File: config.mk
export PLATFORM = sky130hd
export DESIGN_NAME = multi_channel_step_counter
export DESIGN_NICKNAME = d
export VERILOG_FILES = /design/src/rtl/multi_channel_step_counter.sv
export SDC_FILE = /design/constraint.sdc
export NUM_CORES = 1
export LEC_CHECK = 0
export ABC_AREA = 1
export ABC_CLOCK_PERIOD_IN_PS = 2100
export BUFFER_PORTS_ARGS = -buffer_cell sky130_fd_sc_hd__buf_4
export CORE_MARGIN = 4
export CORE_UTILIZATION = 55
export DETAILED_ROUTE_END_ITERATION = 10
export PLACE_DENSITY = 0.8
export SLEW_MARGIN = 10
export SYNTH_ARGS = -nofsm -noshare
export SYNTH_HDL_FRONTEND = slang
export SYNTH_SLANG_ARGS = --single-unit
File: constraint.sdc
create_clock -name i_clk -period 2.1 [get_ports i_clk]
set_input_delay 0.21 -clock i_clk [delete_from_list [all_inputs] [get_ports i_clk]]
set_output_delay 0.21 -clock i_clk [all_outputs]
set_load 0.02 [all_outputs]
File: src/rtl/multi_channel_step_counter.sv
// Bank of independent step counters sharing one clock. MODE selects wrap,
// saturate or bounce (triangle) behaviour for every lane.
module multi_channel_step_counter #(
  parameter int CHANNELS = 4,
  parameter int WIDTH    = 8,
  parameter int STEP     = 1,
  parameter int LIMIT    = 255,
  parameter int MODE     = 0
) (
  input  logic                      i_clk,
  input  logic                      i_rst,
  input  logic [CHANNELS-1:0]       i_en,
  input  logic [CHANNELS-1:0]       i_clr,
  output logic [CHANNELS*WIDTH-1:0] o_cnt,
  output logic [CHANNELS-1:0]       o_tick,
  output logic [CHANNELS-1:0]       o_done,
  output logic                      o_tick_any
);

  if (MODE < 0 || MODE > 2) begin : g_bad_mode
    $error("multi_channel_step_counter: MODE must be 0, 1 or 2");
  end
  if (CHANNELS < 1 || WIDTH < 2 || STEP < 1 || STEP > LIMIT || LIMIT > (2**WIDTH) - 1) begin : g_bad_size
    $error("multi_channel_step_counter: illegal CHANNELS/WIDTH/STEP/LIMIT");
  end

  for (genvar k = 0; k < CHANNELS; k++) begin : g_lane
    logic [WIDTH-1:0] cnt_q, cnt_d;
    logic             tick_q, tick_d;

    always_ff @(posedge i_clk or posedge i_rst) begin
      if (i_rst) begin
        cnt_q  <= '0;
        tick_q <= 1'b0;
      end else begin
        cnt_q  <= cnt_d;
        tick_q <= tick_d;
      end
    end

    assign o_cnt[k*WIDTH +: WIDTH] = cnt_q;
    assign o_tick[k]               = tick_q;

    if (MODE == 0) begin : g_wrap
      localparam logic [WIDTH:0] STEP_X  = (WIDTH+1)'(STEP);
      localparam logic [WIDTH:0] LIMIT_X = (WIDTH+1)'(LIMIT);
      logic [WIDTH:0] sum;

      // Sum is one bit wider so cnt+STEP cannot wrap before the compare.
      always_comb begin
        cnt_d  = cnt_q;
        tick_d = 1'b0;
        sum    = {1'b0, cnt_q} + STEP_X;
        if (i_clr[k]) begin
          cnt_d = '0;
        end else if (i_en[k]) begin
          if (sum > LIMIT_X) begin
            cnt_d  = '0;
            tick_d = 1'b1;
          end else begin
            cnt_d = sum[WIDTH-1:0];
          end
        end
      end

      assign o_done[k] = 1'b0;
    end else if (MODE == 1) begin : g_sat
      localparam logic [WIDTH:0]   STEP_X  = (WIDTH+1)'(STEP);
      localparam logic [WIDTH:0]   LIMIT_X = (WIDTH+1)'(LIMIT);
      localparam logic [WIDTH-1:0] LIMIT_W = WIDTH'(LIMIT);
      logic [WIDTH:0] sum;

      always_comb begin
        cnt_d  = cnt_q;
        tick_d = 1'b0;
        sum    = {1'b0, cnt_q} + STEP_X;
        if (i_clr[k]) begin
          cnt_d = '0;
        end else if (i_en[k] && cnt_q != LIMIT_W) begin
          if (sum >= LIMIT_X) begin
            cnt_d  = LIMIT_W;
            tick_d = 1'b1;
          end else begin
            cnt_d = sum[WIDTH-1:0];
          end
        end
      end

      assign o_done[k] = (cnt_q == LIMIT_W);
    end else begin : g_bounce
      localparam logic [WIDTH:0]   STEP_X  = (WIDTH+1)'(STEP);
      localparam logic [WIDTH:0]   LIMIT_X = (WIDTH+1)'(LIMIT);
      localparam logic [WIDTH-1:0] STEP_W  = WIDTH'(STEP);
      localparam logic [WIDTH-1:0] LIMIT_W = WIDTH'(LIMIT);
      typedef enum logic {DIR_UP = 1'b0, DIR_DOWN = 1'b1} dir_e;
      dir_e           dir_q, dir_d;
      logic [WIDTH:0] sum;

      always_ff @(posedge i_clk or posedge i_rst) begin
        if (i_rst) dir_q <= DIR_UP;
        else       dir_q <= dir_d;
      end

      // Down-count tests cnt <= STEP before subtracting so it never underflows.
      always_comb begin
        cnt_d  = cnt_q;
        tick_d = 1'b0;
        dir_d  = dir_q;
        sum    = {1'b0, cnt_q} + STEP_X;
        if (i_clr[k]) begin
          cnt_d = '0;
          dir_d = DIR_UP;
        end else if (i_en[k]) begin
          if (dir_q == DIR_UP) begin
            if (sum >= LIMIT_X) begin
              cnt_d  = LIMIT_W;
              dir_d  = DIR_DOWN;
              tick_d = 1'b1;
            end else begin
              cnt_d = sum[WIDTH-1:0];
            end
          end else if ({1'b0, cnt_q} <= STEP_X) begin
            cnt_d  = '0;
            dir_d  = DIR_UP;
            tick_d = 1'b1;
          end else begin
            cnt_d = cnt_q - STEP_W;
          end
        end
      end

      assign o_done[k] = (cnt_q == LIMIT_W);
    end
  end

  assign o_tick_any = |o_tick;

endmodule

* Yosys cells after proc, flatten, opt, wreduce, memory -nomap -nowiden
Index checks and enable logic that the tools add are counted.
Word-level totals: output and inout port bits 41, input bits 10, flip-flop bits (word level) 36, logic and storage cells 45
Operators by class: $lt $le $gt $ge 4, add/subtract/negate cells 4, reductions and logical operators 5, multiplexer cells 24
Operators by type and width (count):
- $mux W8 | 12
- $add A8 B1 Y9 const B | 4
- $gt A9 B8 Y1 const B | 4
- $mux W1 | 12
- $reduce_bool A2 Y1 | 4
- $reduce_or A4 Y1 | 1

* Logic depth before layout (Yosys ltp)
Gate-level depths: netlist of run 1.
depth after elaboration 5, gate-level depth with buffers 10, gate-level depth less buffers 10

* Worst setup path before layout of run 1
OpenSTA, ideal clock, no wires.
path type flip-flop to flip-flop, start point register g_lane[0].cnt_q[0], end point register g_lane[0].cnt_q[0], library setup time 0.119 ns, data required time 1.981 ns, arrival 1.579 ns, slack 0.401 ns, cell stages (with the launch flop) 11, cell sequence dfrtp_1 > inv_2 > ha_1 > nor2_1 > nand2_1 > nor2_1 > nand3_1 > nor2_4 > nand3_4 > nand3_1 > nand2_1
On the way: longest elaborated chain between the ends 5
RTL lines:
- start: declaration | RTL line 28 | logic [WIDTH-1:0] cnt_q, cnt_d;
- start signal: assignment | RTL line 36 | cnt_q <= cnt_d;
- $add A8 B1 Y9 (*) | RTL line 53 | sum = {1'b0, cnt_q} + STEP_X;
- $gt A9 B8 Y1 | RTL line 57 | if (sum > LIMIT_X) begin
- $mux W8 (*) | RTL line 57
- $mux W8 (*) | RTL line 56 | end else if (i_en[k]) begin
- $mux W8 (*) | RTL line 54 | if (i_clr[k]) begin
Every way passes the cells marked *; elsewhere a longest branch is shown, timed or not. The select of a mux whose other input is x is not followed. A chain may end at the register's enable or synchronous reset.

* Worst setup path in the final report of run 1
start point register g_lane[2].cnt_q[0], end point register g_lane[2].cnt_q[7]
On the way: longest elaborated chain between the ends 5
RTL lines (RTL line):
- start: declaration | 28
- start signal: assignment | 36
- $add A8 B1 Y9 (*) | 53
- $gt A9 B8 Y1 | 57
- $mux W8 (*) | 57
- $mux W8 (*) | 56
- $mux W8 (*) | 54
Marked as above.

==> impl_metrics.tcl, run 1 <==
set metrics [dict create \
    status "finished clean" \
    ant_nets 0 \
    finish.utilization 0.690 \
    fmax_ghz 0.569 \
    timing.rr.end "g_lane[2].cnt_q[7]" \
    finalCriticalPeriod_ns 1.76 \
    rr_worst_depth 10 \
    pin_count 51 \
    multi_input_area_sq_um 1410 \
    tritoncts "yes" \
    drtPass1Iterations 4 \
    placed_area_sq_um 2870 \
    insertion_delay_ns 0.29 \
    cts-htree-levels 2 \
    grt_pass1_vias 2168 \
    dp_hpwl_mm 3.97 \
    critPathRequiredTime_ns 2.28 \
    numCtsBuffers 5 \
    nNetsFinal 418 \
    synthesis.area_sq_um 2510 \
    rrSetupSlack_ns 0.34 \
    yosysTopAreaCell "dfrtp_1" \
    rows 24 \
    period_share 0.836 \
    cts_resized 0 \
    antenna_found_initial 0 \
    peakVddDrop_mv 0.561 \
    syn2layout_area_growth_pct 20.5 \
    post_cts_buffers 0 \
    gp_congestion 0.873 \
    setup_tns_ns 0 \
    setup_viol 0 \
    io_buffers 46 \
    drt_iter0_drc 122 \
    yosysTopAreaCellShare 0.359 \
    synth-seq-cells 36 \
    avgSynthCellArea_sq_um 7.11 \
    clock-sinks 36 \
    crit_arrival_ns 1.94 \
    n_antenna_cell 0 \
    slew_violations 0 \
    syn_inst 353 \
    fillers 385 \
    skew_ns 0.00478 \
    total_leakage_power_nw 1.51 \
    initial_core_util 0.572 \
    cts-root-buf "clkbuf_8" \
    core_sq_um 4380 \
    cap_violations 0 \
    worst_setup_path_end_kind "flip-flop" \
    synth_cell_types 28 \
    yosys-top-cells-area "dfrtp_1, nand2_1, nand3_1" \
    cts_hold_buf 0 \
    p_total_mw 1.74 \
    dieArea_sq_um 5710 \
    tightest_slew_ns 0.603 \
    power.density_nw_per_um2 576 \
    grt_overflow_total 0 \
    slew-limit-headroom 0.597 \
    grt_max_degree 37 \
    drt-total-wl_mm 5.68 \
    die_y_um 75.5 \
    dieWidth_um 75.5 \
    rsz0062_at_grt "false" \
    rr_startpoint "g_lane[2].cnt_q[0]" \
    critPathMaxFanout 9 \
    ys_warn_count 0 \
    grt_pass1_wl_mm 9.32 \
    fin_area_sq_um 3020 \
    drc 0 \
    routedWlPerCell_um 12.5 \
    track_usage 0.213 \
    critPathLaunchType "flip-flop" \
    regArea_sq_um 901 \
    hold_class "primary input to asynchronous set/reset pin" \
    via_per_inst 5.20 \
    routed-via-count 2354 \
    drive_above_1_share 0.239 \
    critPathKind "flip-flop to flip-flop" \
    hold_viol 0 \
    yosysSeqAreaShare 0.359 \
    path_clk_slew_ns 0.08 \
    clk_path_buf_depth 2 \
]
-- cells by family (layout without fill, tap and decap cells) --
kind of cell,after synthesis,in the layout,synth area share
simple gates,240,240,0.452
buf+inv,47,92,0.0843
flops,36,36,0.359
compound gates,15,15,0.0424
fa+ha+maj,8,8,0.0399
xor+xnor,6,6,0.0210
other cells,1,4,0.00149
-- sequential cells by signal (all words and copies together) (netlist names) --
| name | cells |
|---|---|
| g_lane.cnt_q | 32 |
| g_lane.tick_q | 4 |
-- worst max-delay path by stage --
stage,start,end,slack [ns],cells after the start
after floorplan,g_lane[0].cnt_q[0],g_lane[0].cnt_q[0],0.40,10
after global placement,g_lane[0].cnt_q[0],g_lane[0].cnt_q[0],0.45,10
after detailed placement,g_lane[0].cnt_q[0],g_lane[0].cnt_q[1],0.38,10
after CTS,g_lane[0].cnt_q[0],g_lane[0].cnt_q[1],0.37,10
after global routing,g_lane[2].cnt_q[0],g_lane[2].cnt_q[7],0.19,10
final,g_lane[2].cnt_q[0],g_lane[2].cnt_q[7],0.34,10
-- stage by stage --
step                      hold slack, ns  setup slack [ns]  instances
after floorplan                    0.377             0.401        356
after global placement             0.351             0.455        445
after detailed placement           0.354             0.381        445
after CTS                         0.0225             0.366        453
after global routing              0.0688             0.190        453
final                             0.0133             0.344        453
-- cells in the mapped netlist, drive strengths merged --
master / count
xor2: 3
a21oi: 7
conb: 1
ha: 8
nor3: 1
o21bai: 5
inv: 35
nand4: 5
nor2: 58
nand3: 53
dfrtp: 36
xnor2: 3
or4: 1
nand2: 121
clkinv: 2
and2: 1
buf: 10
o21ai: 3
-- placed cells by master (no fill, tap or decap), drive strengths merged --
| cell type | instances |
|---|---|
| buf | 47 |
| clkinv | 2 |
| xnor2 | 3 |
| and2 | 1 |
| a21oi | 7 |
| xor2 | 3 |
| o21bai | 5 |
| ha | 8 |
| nand2 | 121 |
| nand4 | 5 |
| dfrtp | 36 |
| inv | 35 |
| conb | 4 |
| nor3 | 1 |
| o21ai | 3 |
| bufinv | 3 |
| or4 | 1 |
| nor2 | 58 |
| clkbuf | 5 |
| nand3 | 53 |
-- critical path, cell delays in order, from the launching register on --
cell and delay, ns:
dfrtp_1 0.43, inv_1 0.09, ha_1 0.31, nor2_1 0.12, nand3_1 0.08, nor2_1 0.10, nand2_1 0.06, nor2_2 0.12
nand2_2 0.14, nand3_1 0.11, nand2_1 0.07
-- power breakdown --
| group | leakage (nW) | total (mW) | internal, mW | switching [mW] |
|---|---|---|---|---|
| Combinational | 0.937 | 0.153 | 0.0537 | 0.0988 |
| Clock | 0.0784 | 0.862 | 0.594 | 0.268 |
| Sequential | 0.497 | 0.728 | 0.706 | 0.0220 |
-- metal layers --
| layer | global-route usage | up-vias | share of wire |
|---|---|---|---|
| li1 | - | 1198 | - |
| met1 | 0.266 | 1073 | 0.43 |
| met2 | 0.353 | 72 | 0.49 |
| met3 | 0.0501 | 11 | 0.065 |
| met4 | 0.0874 | 0 | 0.017 |
| met5 | 0 | - | 0 |
-- layout make-up --
type	instances	share of cell area
Timing Repair Buffer	47	0.117
Sequential cell	36	0.298
Inverter	37	0.0459
Tap cell	52	0.0215
Clock inverter	3	0.0298
Multi-Input combinational cell	273	0.465
Clock buffer	5	0.0228
Power figures use the tool's default switching activity.
==> run 2, diff against run 1 <==
ABC_CLOCK_PERIOD_IN_PS = 1400   (was 2100)
CORE_UTILIZATION = 50   (was 55)
PLACE_DENSITY = 0.77   (was 0.8)
clock period = 1.4 ns   (was 2.1 ns; I/O delays follow)
==> impl_metrics.tcl, run 2 (same netlist as run 1, synthesis figures left out) <==
set metrics [dict create \
    path_clk_slew_ns 0.07 \
    critPathRequiredTime_ns 1.58 \
    rrSetupSlack_ns -0.23 \
    tightest_slew_ns 0.564 \
    max_stage_delay_ns 0.44 \
    violations "negative setup slack" \
    power.internal_mw 1.62 \
    slew-limit-headroom 0.622 \
    status "finished, violations left" \
    cts-htree-levels 2 \
    grt_pass1_vias 2749 \
    fin_area_sq_um 3870 \
    crit_arrival_ns 1.81 \
    dieWidth_um 78.8 \
    finalCriticalPeriod_ns 1.63 \
    cpLargestDelayFamily "simple AND/OR/NAND/NOR gates" \
    pin_count 51 \
    largest_registers "g_lane.cnt_q (32), g_lane.tick_q (4)" \
    drtPass1Iterations 4 \
    gp_congestion 0.887 \
    syn2layout_area_growth_pct 54.3 \
    timing.rr.end "g_lane[1].cnt_q[0]" \
    placed_area_sq_um 3470 \
    core_sq_um 4790 \
    period_share 1.16 \
    rows 25 \
    hold_path_end "g_lane[1].cnt_q[7]" \
    cap_violations 0 \
    largest_reg_flops 32 \
    cts-root-buf "clkbuf_8" \
    insertion_delay_ns 0.28 \
    initial_core_util 0.524 \
    p_seq_frac 0.499 \
    antenna_found_initial 0 \
    critPathMaxFanout 8 \
    p_sw_mw 0.592 \
    drt-total-wl_mm 7.10 \
    hold_slack_ns 0.163 \
    mostFrequentLayoutCell "buf_4" \
    nNetsFinal 487 \
    rr_startpoint "g_lane[1].cnt_q[1]" \
    rr_worst_depth 10 \
    hold_start "i_clr[1]" \
    dieArea_sq_um 6210 \
    power.density_nw_per_um2 571 \
    clock-sinks 36 \
    tritoncts "yes" \
    die_y_um 78.8 \
    min_path_cells 4 \
    dp_hpwl_mm 4.96 \
    rsz0062_at_grt "true" \
    peakVddDrop_mv 0.687 \
    skew_ns 0.00425 \
    n_antenna_cell 0 \
    largest-register "g_lane.cnt_q" \
    drt_iter0_drc 113 \
    critPathKind "flip-flop to flip-flop" \
    critPathLaunchType "flip-flop" \
    numCtsBuffers 5 \
    crit_buf_inv 1 \
    pwr-share-clk 0.346 \
    fillers 314 \
    layout_common_cells "buf_4, nand2_1, nor2_1" \
    clk_path_buf_depth 2 \
    routed-via-count 2710 \
    total_leakage_power_nw 1.83 \
    ant_nets 0 \
    combPwrFrac 0.155 \
    fmax_ghz 0.615 \
    via_per_inst 5.05 \
    swShare 0.267 \
    drc 0 \
    io_buffers 46 \
    cp.depth 10 \
    hold_class "primary input to flip-flop" \
    layout_setup_ws_ns -0.225 \
    grt_max_degree 37 \
    slew_violations 0 \
    grt_pass1_wl_mm 12.0 \
    worst_setup_path_end_kind "flip-flop" \
    drive_above_1_share 0.479 \
    setup_viol 37 \
    grt_overflow_total 0 \
    crit_slowest_cell "dfrtp_2" \
    routedWlPerCell_um 13.2 \
    p_total_mw 2.21 \
    cp_common_cell "nand2_1" \
    track_usage 0.239 \
    dpl_worst_slack_ns -0.224 \
    hold_viol 0 \
    path_cells "ha_4, inv_1, nand2_1, nand2_4, nor2_2, nand2_2, nor2_4, nand3_4, nand3_2, nand2_1" \
]
[run 2: cell count changes in the layout (fill, tap and decap cells not counted), moves of 8 or more]
cell | previous run | this run
dfrtp_2 | 0 | 9
ha_4 | 0 | 8
nand3_2 | 0 | 28
ha_1 | 8 | 0
dfrtp_1 | 36 | 27
buf_4 | 47 | 107
nand3_1 | 50 | 22
[run 2: per-layer routing]
layer | share of wire | wire (um) | up-vias | track usage
li1 | - | - | 1347 | -
met1 | 0.41 | 2880 | 1269 | 0.287
met2 | 0.52 | 3710 | 82 | 0.426
met3 | 0.054 | 381 | 12 | 0.0420
met4 | 0.017 | 121 | 0 | 0.0928
met5 | 0 | 0 | - | 0
[run 2: power groups by stage]
stage          clock [mW]  combinational (mW)  sequential, mW
2_1_floorplan           0               0.151            1.14
5_1_grt             0.831               0.383            1.11
6_report            0.765               0.343            1.10
4_1_cts             0.779               0.331            1.10
3_5_place_dp            0               0.307            1.11
3_3_place_gp            0               0.298            1.11
[run 2: cell type report]
type                       count  area [sq um]  area share
clock buffer                   8          90.1      0.0233
tap                           67          83.8      0.0217
inverter                      37           146      0.0378
multi-input combinational    276          1760       0.455
sequential                    36           912       0.236
timing repair buffer         113           878       0.227
[run 2: worst max-delay path by stage]
stage / startpoint / end
2_1_floorplan: g_lane[0].cnt_q[0] / g_lane[0].cnt_q[0]
3_3_place_gp: g_lane[0].cnt_q[1] / g_lane[0].cnt_q[0]
3_5_place_dp: g_lane[0].cnt_q[0] / g_lane[0].cnt_q[3]
4_1_cts: g_lane[0].cnt_q[0] / g_lane[0].cnt_q[5]
5_1_grt: g_lane[0].cnt_q[0] / g_lane[0].cnt_q[4]
6_report: g_lane[1].cnt_q[1] / g_lane[1].cnt_q[0]
[run 2: repair_timing]
item | CTS | global route
cloned | 3 | 0
gates resized for setup | 31 | 14
hold buffers | 1 | 0
pin swaps | 16 | 12
endpoints found under the hold margin | 36 | 0
buffers inserted | 8 | 3
endpoints found under the setup margin | 37 | 37
[run 2: worst register-to-register path: stages, from the launching register on]
cell and delay, ns:
dfrtp_2 0.44, ha_4 0.18, inv_1 0.05, nand2_1 0.12, nand2_4 0.07, nor2_2 0.13
nand2_2 0.09, nor2_4 0.12, nand3_4 0.17, nand3_2 0.12, nand2_1 0.05
[run 2: through the flow]
stage,util,std cells,TNS (ns)
floorplan,-,356,-4.19
global placement,0.725,514,-4.37
detailed placement,0.725,514,-6.10
CTS,0.792,534,-5.46
global route,0.809,537,-10.0
finish,0.809,537,-6.44
